===== src/rtl/cross_bar_slave_arbiter_pkg.sv =====
// ---------------------------------------------------------------------------
// cross_bar_slave_arbiter_pkg
// Shared crossbar geometry, bus types and the per-slave arbiter state type.
// Every crossbar file imports this package.
//   MASTER_N / MASTER_W : number of masters and the width of a master index
//   SLAVE_N  / SLAVE_W  : number of slaves and the width of the slave-select
//                         field (the top SLAVE_W address bits)
//   addr_t / data_t     : address and data words
//   arb_state_t         : slave arbiter FSM states
// ---------------------------------------------------------------------------
package cross_bar_slave_arbiter_pkg;

    localparam int MASTER_N = 4;
    localparam int SLAVE_N  = 4;
    localparam int MASTER_W = 2;
    localparam int SLAVE_W  = 2;
    localparam int ADDR_W   = 32;
    localparam int DATA_W   = 32;

    typedef logic [ADDR_W-1:0]   addr_t;
    typedef logic [DATA_W-1:0]   data_t;
    typedef logic [MASTER_W-1:0] midx_t;
    typedef logic [SLAVE_W-1:0]  sidx_t;

    typedef enum logic [1:0] {
        ARB_IDLE = 2'd0,
        ARB_SREQ = 2'd1,
        ARB_MACK = 2'd2
    } arb_state_t;

    // One-hot master mask for a master index.
    function automatic logic [MASTER_N-1:0] onehot(input midx_t idx);
        logic [MASTER_N-1:0] v;
        v      = '0;
        v[idx] = 1'b1;
        return v;
    endfunction

    // Slave-select field of an address.
    function automatic sidx_t slave_sel(input addr_t a);
        return a[ADDR_W-1 -: SLAVE_W];
    endfunction

endpackage


===== src/rtl/cross_bar_slave_arbiter_if.sv =====
// ---------------------------------------------------------------------------
// cross_bar_slave_arbiter_if
// Bundles the master-facing and slave-facing signals of one slave arbiter.
//   Master side : master_req/addr/cmd/wdata (per master, in to arbiter),
//                 master_ack (one-hot), master_rdata, grant_idx, busy (out)
//   Slave side  : slave_req/addr/cmd/wdata (out), slave_ack/rdata (in)
// Modports:
//   slave  : the arbiter's view (it is the slave of the master requests)
//   master : the environment's view (masters plus the downstream slave)
// ---------------------------------------------------------------------------
interface cross_bar_slave_arbiter_if;
    import cross_bar_slave_arbiter_pkg::*;

    logic [MASTER_N-1:0] master_req;
    addr_t [MASTER_N-1:0] master_addr;
    logic [MASTER_N-1:0] master_cmd;
    data_t [MASTER_N-1:0] master_wdata;
    logic [MASTER_N-1:0] master_ack;
    data_t               master_rdata;
    midx_t               grant_idx;
    logic                busy;

    logic                slave_req;
    addr_t               slave_addr;
    logic                slave_cmd;
    data_t               slave_wdata;
    logic                slave_ack;
    data_t               slave_rdata;

    modport slave (
        input  master_req,
        input  master_addr,
        input  master_cmd,
        input  master_wdata,
        output master_ack,
        output master_rdata,
        output grant_idx,
        output busy,
        output slave_req,
        output slave_addr,
        output slave_cmd,
        output slave_wdata,
        input  slave_ack,
        input  slave_rdata
    );

    modport master (
        output master_req,
        output master_addr,
        output master_cmd,
        output master_wdata,
        input  master_ack,
        input  master_rdata,
        input  grant_idx,
        input  busy,
        input  slave_req,
        input  slave_addr,
        input  slave_cmd,
        input  slave_wdata,
        output slave_ack,
        output slave_rdata
    );

endinterface


===== src/rtl/cross_bar_slave_arbiter_rr_pick.sv =====
// ---------------------------------------------------------------------------
// cross_bar_slave_arbiter_rr_pick
// Combinational round-robin priority select.
//   elig   : in  MASTER_N  eligible masters
//   ptr    : in  MASTER_W  last served master
//   winner : out MASTER_W  first eligible master searching ptr+1, ptr+2, ...
//   valid  : out 1         any master eligible
// ---------------------------------------------------------------------------
module cross_bar_slave_arbiter_rr_pick
    import cross_bar_slave_arbiter_pkg::*;
(
    input  logic [MASTER_N-1:0] elig,
    input  midx_t               ptr,
    output midx_t               winner,
    output logic                valid
);

    midx_t idx;

    // Walk from the farthest offset down to the nearest so the last hit,
    // which is the one that sticks, is the closest master after ptr.
    always_comb begin
        winner = '0;
        valid  = 1'b0;
        idx    = '0;
        for (int off = MASTER_N; off >= 1; off--) begin
            idx = midx_t'((int'(ptr) + off) % MASTER_N);
            if (elig[idx]) begin
                winner = idx;
                valid  = 1'b1;
            end
        end
    end

endmodule


===== src/rtl/cross_bar_slave_arbiter.sv =====
// ---------------------------------------------------------------------------
// cross_bar_slave_arbiter
// Shares one slave port among MASTER_N masters. Masters whose address
// selects SLAVE_ID are arbitrated round-robin; the winner's transaction is
// forwarded to the slave with a 4-phase req/ack handshake and the slave's
// ack/rdata is returned to that master, again 4-phase. All outputs are
// registered.
//   clk     : in  clock, all logic on posedge
//   aresetn : in  synchronous active-low reset
//   bus     : cross_bar_slave_arbiter_if.slave
//             master_req/addr/cmd/wdata in, master_ack/rdata out,
//             grant_idx/busy out, slave_req/addr/cmd/wdata out,
//             slave_ack/rdata in
// ---------------------------------------------------------------------------
module cross_bar_slave_arbiter
    import cross_bar_slave_arbiter_pkg::*;
#(
    parameter int SLAVE_ID = 0
)
(
    input  logic                       clk,
    input  logic                       aresetn,
    cross_bar_slave_arbiter_if.slave   bus
);

    localparam sidx_t SEL = sidx_t'(SLAVE_ID);

    arb_state_t          state_q, state_d;
    midx_t               ptr_q, ptr_d;
    midx_t               grant_q, grant_d;
    logic                slave_req_q, slave_req_d;
    addr_t               slave_addr_q, slave_addr_d;
    logic                slave_cmd_q, slave_cmd_d;
    data_t               slave_wdata_q, slave_wdata_d;
    logic [MASTER_N-1:0] master_ack_q, master_ack_d;
    data_t               master_rdata_q, master_rdata_d;
    logic                busy_q, busy_d;

    logic [MASTER_N-1:0] elig;
    midx_t               pick_idx;
    logic                pick_valid;

    for (genvar m = 0; m < MASTER_N; m++) begin : g_elig
        assign elig[m] = bus.master_req[m] & (slave_sel(bus.master_addr[m]) == SEL);
    end

    cross_bar_slave_arbiter_rr_pick u_rr_pick (
        .elig   (elig),
        .ptr    (ptr_q),
        .winner (pick_idx),
        .valid  (pick_valid)
    );

    always_comb begin
        state_d        = state_q;
        ptr_d          = ptr_q;
        grant_d        = grant_q;
        slave_req_d    = slave_req_q;
        slave_addr_d   = slave_addr_q;
        slave_cmd_d    = slave_cmd_q;
        slave_wdata_d  = slave_wdata_q;
        master_ack_d   = master_ack_q;
        master_rdata_d = master_rdata_q;

        unique case (state_q)
            ARB_IDLE: begin
                // Payload is latched even for reads so the slave bus never
                // changes while slave_req is high.
                if (pick_valid) begin
                    grant_d       = pick_idx;
                    slave_addr_d  = bus.master_addr[pick_idx];
                    slave_cmd_d   = bus.master_cmd[pick_idx];
                    slave_wdata_d = bus.master_wdata[pick_idx];
                    slave_req_d   = 1'b1;
                    state_d       = ARB_SREQ;
                end
            end
            ARB_SREQ: begin
                // The winner dropping its request here is a protocol error;
                // the transaction is completed regardless.
                if (bus.slave_ack) begin
                    master_rdata_d = bus.slave_rdata;
                    slave_req_d    = 1'b0;
                    master_ack_d   = onehot(grant_q);
                    state_d        = ARB_MACK;
                end
            end
            ARB_MACK: begin
                // Both handshakes must be fully released before the slave
                // can be offered to anyone else.
                if (!bus.master_req[grant_q] && !bus.slave_ack) begin
                    master_ack_d = '0;
                    ptr_d        = grant_q;
                    state_d      = ARB_IDLE;
                end
            end
            default: begin
                slave_req_d  = 1'b0;
                master_ack_d = '0;
                state_d      = ARB_IDLE;
            end
        endcase

        busy_d = (state_d != ARB_IDLE);
    end

    always_ff @(posedge clk) begin
        if (!aresetn) begin
            state_q        <= ARB_IDLE;
            ptr_q          <= midx_t'(MASTER_N - 1);
            grant_q        <= '0;
            slave_req_q    <= 1'b0;
            slave_addr_q   <= '0;
            slave_cmd_q    <= 1'b0;
            slave_wdata_q  <= '0;
            master_ack_q   <= '0;
            master_rdata_q <= '0;
            busy_q         <= 1'b0;
        end else begin
            state_q        <= state_d;
            ptr_q          <= ptr_d;
            grant_q        <= grant_d;
            slave_req_q    <= slave_req_d;
            slave_addr_q   <= slave_addr_d;
            slave_cmd_q    <= slave_cmd_d;
            slave_wdata_q  <= slave_wdata_d;
            master_ack_q   <= master_ack_d;
            master_rdata_q <= master_rdata_d;
            busy_q         <= busy_d;
        end
    end

    assign bus.master_ack   = master_ack_q;
    assign bus.master_rdata = master_rdata_q;
    assign bus.grant_idx    = grant_q;
    assign bus.busy         = busy_q;
    assign bus.slave_req    = slave_req_q;
    assign bus.slave_addr   = slave_addr_q;
    assign bus.slave_cmd    = slave_cmd_q;
    assign bus.slave_wdata  = slave_wdata_q;

endmodule


===== src/flat_wrapper.sv =====
// flat-port wrapper written by rule: the top's interface ports become plain ports
module cross_bar_slave_arbiter_flat import cross_bar_slave_arbiter_pkg::*;
#(
    parameter int SLAVE_ID = 0
)
  (clk, aresetn, bus_master_req, bus_master_addr, bus_master_cmd, bus_master_wdata, bus_master_ack, bus_master_rdata, bus_grant_idx, bus_busy, bus_slave_req, bus_slave_addr, bus_slave_cmd, bus_slave_wdata, bus_slave_ack, bus_slave_rdata);
  cross_bar_slave_arbiter_if bus_i ();
  input  logic clk;
  input  logic aresetn;
  input wire logic [$bits(bus_i.master_req)-1:0] bus_master_req;
  input wire logic [$bits(bus_i.master_addr)-1:0] bus_master_addr;
  input wire logic [$bits(bus_i.master_cmd)-1:0] bus_master_cmd;
  input wire logic [$bits(bus_i.master_wdata)-1:0] bus_master_wdata;
  output wire logic [$bits(bus_i.master_ack)-1:0] bus_master_ack;
  output wire logic [$bits(bus_i.master_rdata)-1:0] bus_master_rdata;
  output wire logic [$bits(bus_i.grant_idx)-1:0] bus_grant_idx;
  output wire logic [$bits(bus_i.busy)-1:0] bus_busy;
  output wire logic [$bits(bus_i.slave_req)-1:0] bus_slave_req;
  output wire logic [$bits(bus_i.slave_addr)-1:0] bus_slave_addr;
  output wire logic [$bits(bus_i.slave_cmd)-1:0] bus_slave_cmd;
  output wire logic [$bits(bus_i.slave_wdata)-1:0] bus_slave_wdata;
  input wire logic [$bits(bus_i.slave_ack)-1:0] bus_slave_ack;
  input wire logic [$bits(bus_i.slave_rdata)-1:0] bus_slave_rdata;
  assign bus_i.master_req = bus_master_req;
  assign bus_i.master_addr = bus_master_addr;
  assign bus_i.master_cmd = bus_master_cmd;
  assign bus_i.master_wdata = bus_master_wdata;
  assign bus_master_ack = bus_i.master_ack;
  assign bus_master_rdata = bus_i.master_rdata;
  assign bus_grant_idx = bus_i.grant_idx;
  assign bus_busy = bus_i.busy;
  assign bus_slave_req = bus_i.slave_req;
  assign bus_slave_addr = bus_i.slave_addr;
  assign bus_slave_cmd = bus_i.slave_cmd;
  assign bus_slave_wdata = bus_i.slave_wdata;
  assign bus_i.slave_ack = bus_slave_ack;
  assign bus_i.slave_rdata = bus_slave_rdata;
  cross_bar_slave_arbiter #(.SLAVE_ID(SLAVE_ID)) u_core (.clk(clk), .aresetn(aresetn), .bus(bus_i));
endmodule

===== config.mk =====
export PLATFORM = sky130hd
export DESIGN_NAME = cross_bar_slave_arbiter_flat
export DESIGN_NICKNAME = d
export VERILOG_FILES = /design/src/rtl/cross_bar_slave_arbiter_pkg.sv /design/src/rtl/cross_bar_slave_arbiter_if.sv /design/src/rtl/cross_bar_slave_arbiter_rr_pick.sv /design/src/rtl/cross_bar_slave_arbiter.sv /design/src/flat_wrapper.sv
export SDC_FILE = /design/constraint.sdc
export NUM_CORES = 1
export LEC_CHECK = 0
export CELL_PAD_IN_SITES_DETAIL_PLACEMENT = 2
export CELL_PAD_IN_SITES_GLOBAL_PLACEMENT = 2
export CORE_ASPECT_RATIO = 1.2
export CORE_UTILIZATION = 19
export DETAILED_ROUTE_END_ITERATION = 10
export PLACE_DENSITY_LB_ADDON = 0.1
export SYNTH_ARGS = -nofsm -noshare
export SYNTH_HDL_FRONTEND = slang
export SYNTH_SLANG_ARGS = --single-unit

===== constraint.sdc =====
create_clock -name clk -period 3.22 [get_ports clk]
set_input_delay 0.805 -clock clk [delete_from_list [all_inputs] [get_ports clk]]
set_output_delay 0.805 -clock clk [all_outputs]
set_load 0.005 [all_outputs]

==> summary.md <==
| Metric | Value |
|---|---|
| Largest stage delay on the critical path | `480 ps` |
| Number of endpoints with negative hold slack in the final report | `0` |
| Clock input transition at the sequential cells of the worst setup and hold paths | `90 ps` |
| Least-Margin Pin Slew | `between 600 and 700 ps` |
| Power Internal | `2.87 mW` |
| Synthesized netlist cell count | `800` |
| Global-route wire length before repair | `51.5 mm` |
| Largest net degree at the start of global routing | `59` |
| Post-synth design cell area | `6490 um^2` |
| Sum Neg Setup Slack | `0 ps` |
| Main flop type after synthesis | `sky130_fd_sc_hd__dfxtp_1` |
| Overall power after layout | `4.17 mW` |
| Cell chain of the critical path | `clkdlybuf4s50_1 -> nor3b_2 -> buf_4 -> nand2_1 -> a311oi_4 -> buf_4 -> o211ai_1 -> a32o_1` |
| Total Die Area | `approximately 35,000 um^2` |
| Max Root-Sink Buffers | `2` |
| PD cells | `360 nW/um^2` |
| Detailed router's first-iteration violation count | `about 290` |
| Fraction of synthesis flops using an asynchronous set or reset pin | `0%` |
| Sink of the worst hold path | `u_core.bus.master_ack[2]` |
| Via-per-instance ratio | `between 4 and 5` |
| Final worst hold slack | `457 ps` |
| Cells on Worst Hold Path | `2` |
| Run status | `finished, final reports clean` |
| Sequential cell area fraction in the yosys report | `33.6%` |
| Switching power total | `1.30 mW` |
| Number of placed instances with taps included | `1,602` |
| Crit. End Element | `flip-flop` |
| Pre-CTS WS | `13.1 ps` |
| Reg2reg start | `u_core.bus.grant_idx[0]` |
| Remaining global-route overflow | `0` |
| Rel. slew slack | `58.1%` |
| Number of buffers inserted by port buffering | `between 400 and 500` |
| Syn nets | `1,099` |
| Period utilization | `87.7%` |
| Number of distinct library cell variants in the gate-level netlist after synthesis | `35` |
| Post-route ant nets | `0` |
| Layout overhead on the synthesized area | `78.3%` |
| Total via count after detailed routing | `7,748` |
| Final nets | `about 1,500` |
| DR DRC count | `0` |
| Post-cts sizing count | `0` |
| TritonCTS clock tree | `done` |
| Number of buffers inserted during clock tree synthesis | `9` |
| CP Data Required Time | `3490 ps` |
| Number of synthesized register bits | `~110` |
| Setup Crit Path Kind | `in2reg` |
| Leak Pwr | `4.22 nW` |
| Drt wl/cell | `21.3 um` |
| Routed WL | `roughly 35 mm` |
| Number of cells on the worst reg-to-reg path | `5` |
| Clock tree skew after final layout | `10.9 ps` |
| Synthesized area per cell | `8.11 um^2` |
| Area used by multi-input combinational logic | `3490 um^2` |
| Peak ir drop on the vdd network | `around 0.25 mV` |
| Highest net fanout along the worst path | `20` |
| Sum of net half-perimeters after detailed placement | `25.5 mm` |
| Number of setup violations in the final report | `0` |
| Sink count of the clock tree | `109` |
| R2R setup slack | `around 1000 ps` |
| Count of warnings emitted by yosys | `0` |
| Area of the placeable core | `33,300 um^2` |
| Initial Util | `19.5%` |
| Hold_sp | `u_core.bus.master_ack[2]` |
| Worst Path Arrival | `between 3000 and 4000 ps` |
| FF-to-FF End | `u_core.bus.master_ack[2]` |
| Hold buffer count at cts | `0` |
| Proportion of power drawn by flip-flops and latches | `36.9%` |
| Global router's overall resource usage | `19.5%` |
| Share of power burned in the clock network | `28.8%` |
| Maximum achievable frequency | `354 MHz` |
| Clock period minus worst slack | `2820 ps` |
| Proportion of layout cells with a drive suffix above 1 | `between 5 and 6%` |
| Sequential standard cell area | `around 2200 um^2` |
| Number of H-tree branching levels | `3` |
| Max-slew violation total from the final report | `0` |
| Crit start category | `input pin` |
| Most frequent cell on the critical path | `sky130_fd_sc_hd__buf_4` |
| Number of rows created at floorplan | `73` |
| Number of detailed-routing iterations run before antenna repair | `4` |
| I/O pin count | `between 400 and 500` |
| Setup repair after global routing missed its margin | `false` |
| Number of buffers inserted to repair setup after CTS | `0` |
| Clk_lat worst skew | `370 ps` |
| Number of enable-type register cells in the synthesized netlist | `0` |
| Crit path setup slack, layout | `398 ps` |
| Number of global-route vias before repair | `8,478` |
| Slowest stage cell on the critical path | `sky130_fd_sc_hd__clkdlybuf4s50_1` |
| Library cell used as clock root buffer | `sky130_fd_sc_hd__clkbuf_16` |
| Fill cell total of the finished layout | `3,711` |
| DIE HEIGHT | `204 um` |
| Placer's final routability congestion estimate | `0.756` |
| HP Class | `reg2reg` |
| Initial antenna violation count | `5` |
| Die W | `171 um` |
| Cell Count, Final, Fillers Out | `1,620` |
| Max-cap violation count | `0` |
| Proportion of total power due to net switching | `31.2%` |
| Combinational power share | `between 30% and 40%` |
==> cells in the mapped netlist (2+ instances only) <==
cell type                  instances  share of area, %
sky130_fd_sc_hd__a21oi_1           2              0.15
sky130_fd_sc_hd__clkbuf_1         66               3.8
sky130_fd_sc_hd__buf_2            16               1.2
sky130_fd_sc_hd__mux2i_1           2              0.31
sky130_fd_sc_hd__dfxtp_1         109                34
sky130_fd_sc_hd__a21boi_1          2              0.23
sky130_fd_sc_hd__nor2b_1           6              0.58
sky130_fd_sc_hd__nor2_1            3              0.17
sky130_fd_sc_hd__a32o_1           63               9.7
sky130_fd_sc_hd__a311oi_2          2              0.46
sky130_fd_sc_hd__a221oi_2          2              0.46
sky130_fd_sc_hd__nand2_1          75               4.3
sky130_fd_sc_hd__buf_1             5              0.29
sky130_fd_sc_hd__buf_4             4              0.46
sky130_fd_sc_hd__inv_1           128               7.4
sky130_fd_sc_hd__or3b_1            3              0.41
sky130_fd_sc_hd__o211a_1           2              0.31
sky130_fd_sc_hd__a21boi_0         33               3.8
sky130_fd_sc_hd__o21a_1            2              0.23
sky130_fd_sc_hd__nand2b_1          2              0.19
sky130_fd_sc_hd__nor3_1            2              0.15
sky130_fd_sc_hd__and2_1            4              0.39
sky130_fd_sc_hd__o211ai_1        255                30
==> power by group through the flow <==
| stage | logic (mW) | clock network [mW] | registers, mW |
|---|---|---|---|
| finish | 1.43 | 1.20 | 1.54 |
| global route | 1.55 | 1.30 | 1.55 |
| CTS | 1.46 | 1.26 | 1.54 |
| detailed placement | 1.45 | 0 | 1.57 |
| global placement | 1.43 | 0 | 1.57 |
| floorplan | 0.557 | 0 | 1.57 |
==> per-layer routing <==
metal	vias to the layer above	track usage, %	routed length [um]
li1	3718	-	-
met1	3746	23.2	14500
met2	246	34.1	17000
met3	34	5.11	2380
met4	4	5.57	590
met5	-	0	31
==> cell families (layout without fill, tap and decap cells) <==
kind of cell	Yosys count	in the layout	synth area share (%)
flip-flops	109	109	33.6
AND/OR/NAND/NOR	102	102	7.10
AO/OA/AOI/OAI	366	366	45.2
buffers and inverters	220	588	13.4
multiplexers	3	3	0.656
other	0	2	0
==> final cells by class <==
type                    instances  share of cell area [%]
well taps                     450                    4.87
inverters                     128                    4.15
clock buffers                  10                    2.07
flip-flops and latches        109                    18.9
repair buffers                444                    39.4
clock inverters                 6                   0.497
diodes                          2                  0.0433
multi-input cells             471                    30.2
==> metrics by stage <==
stage | utilization [%] | cell area, um^2
global placement | 33.8 | 11300
floorplan | - | 6490
detailed placement | 33.8 | 11300
finish | 34.7 | 11600
CTS | 34.7 | 11600
global route | 34.7 | 11600
==> worst max-delay path, delay by kind of cell <==
kind | cells | cell delay [ps]
AND/OR/NAND/NOR | 2 | 390
buffers and inverters | 3 | 1040
AO/OA/AOI/OAI | 3 | 850
==> placed cells by master (no fill, tap or decap), types with 2 or more instances in the layout <==
| cell | n |
|---|---|
| sky130_fd_sc_hd__buf_12 | 17 |
| sky130_fd_sc_hd__nand2_1 | 75 |
| sky130_fd_sc_hd__clkbuf_16 | 9 |
| sky130_fd_sc_hd__nor2b_1 | 5 |
| sky130_fd_sc_hd__inv_6 | 3 |
| sky130_fd_sc_hd__a221oi_4 | 2 |
| sky130_fd_sc_hd__nor2_1 | 3 |
| sky130_fd_sc_hd__a21boi_0 | 33 |
| sky130_fd_sc_hd__inv_1 | 128 |
| sky130_fd_sc_hd__o211a_1 | 2 |
| sky130_fd_sc_hd__mux2i_1 | 2 |
| sky130_fd_sc_hd__dfxtp_1 | 109 |
| sky130_fd_sc_hd__a21oi_1 | 2 |
| sky130_fd_sc_hd__and2_1 | 3 |
| sky130_fd_sc_hd__o211ai_1 | 255 |
| sky130_fd_sc_hd__a32o_1 | 63 |
| sky130_fd_sc_hd__diode_2 | 2 |
| sky130_fd_sc_hd__inv_8 | 2 |
| sky130_fd_sc_hd__clkdlybuf4s50_1 | 403 |
| sky130_fd_sc_hd__nor3_1 | 2 |
| sky130_fd_sc_hd__or3b_1 | 3 |
| sky130_fd_sc_hd__nand2b_1 | 2 |
| sky130_fd_sc_hd__buf_4 | 24 |
| sky130_fd_sc_hd__a21boi_1 | 2 |
==> registers in the layout (all words and copies together) (netlist names) <==
| signal | cells |
|---|---|
| u_core.bus.busy | 1 |
| u_core.bus.slave_addr | 32 |
| u_core.state_q | 2 |
| u_core.bus.grant_idx | 2 |
| u_core.ptr_q | 2 |
| u_core.bus.master_rdata | 32 |
| u_core.bus.slave_wdata | 32 |
| u_core.bus.slave_req | 1 |
| u_core.bus.master_ack | 4 |
| u_core.bus.slave_cmd | 1 |
==> how the worst max path moves through the flow <==
stage               slack [ps]  depth (start not counted)                start                         to
global placement            60                          8    bus_master_req[3]  u_core.bus.slave_wdata[8]
finish                     400                          8    bus_master_req[3]       u_core.bus.slave_cmd
global route               290                          8    bus_master_req[3]  u_core.bus.slave_addr[26]
CTS                        400                          8    bus_master_req[3]  u_core.bus.slave_wdata[5]
floorplan                  420                          9  bus_master_addr[31]   u_core.bus.slave_addr[0]
detailed placement          10                          8    bus_master_req[3]  u_core.bus.slave_wdata[5]
No activity file was read; power rests on OpenSTA's default activity.
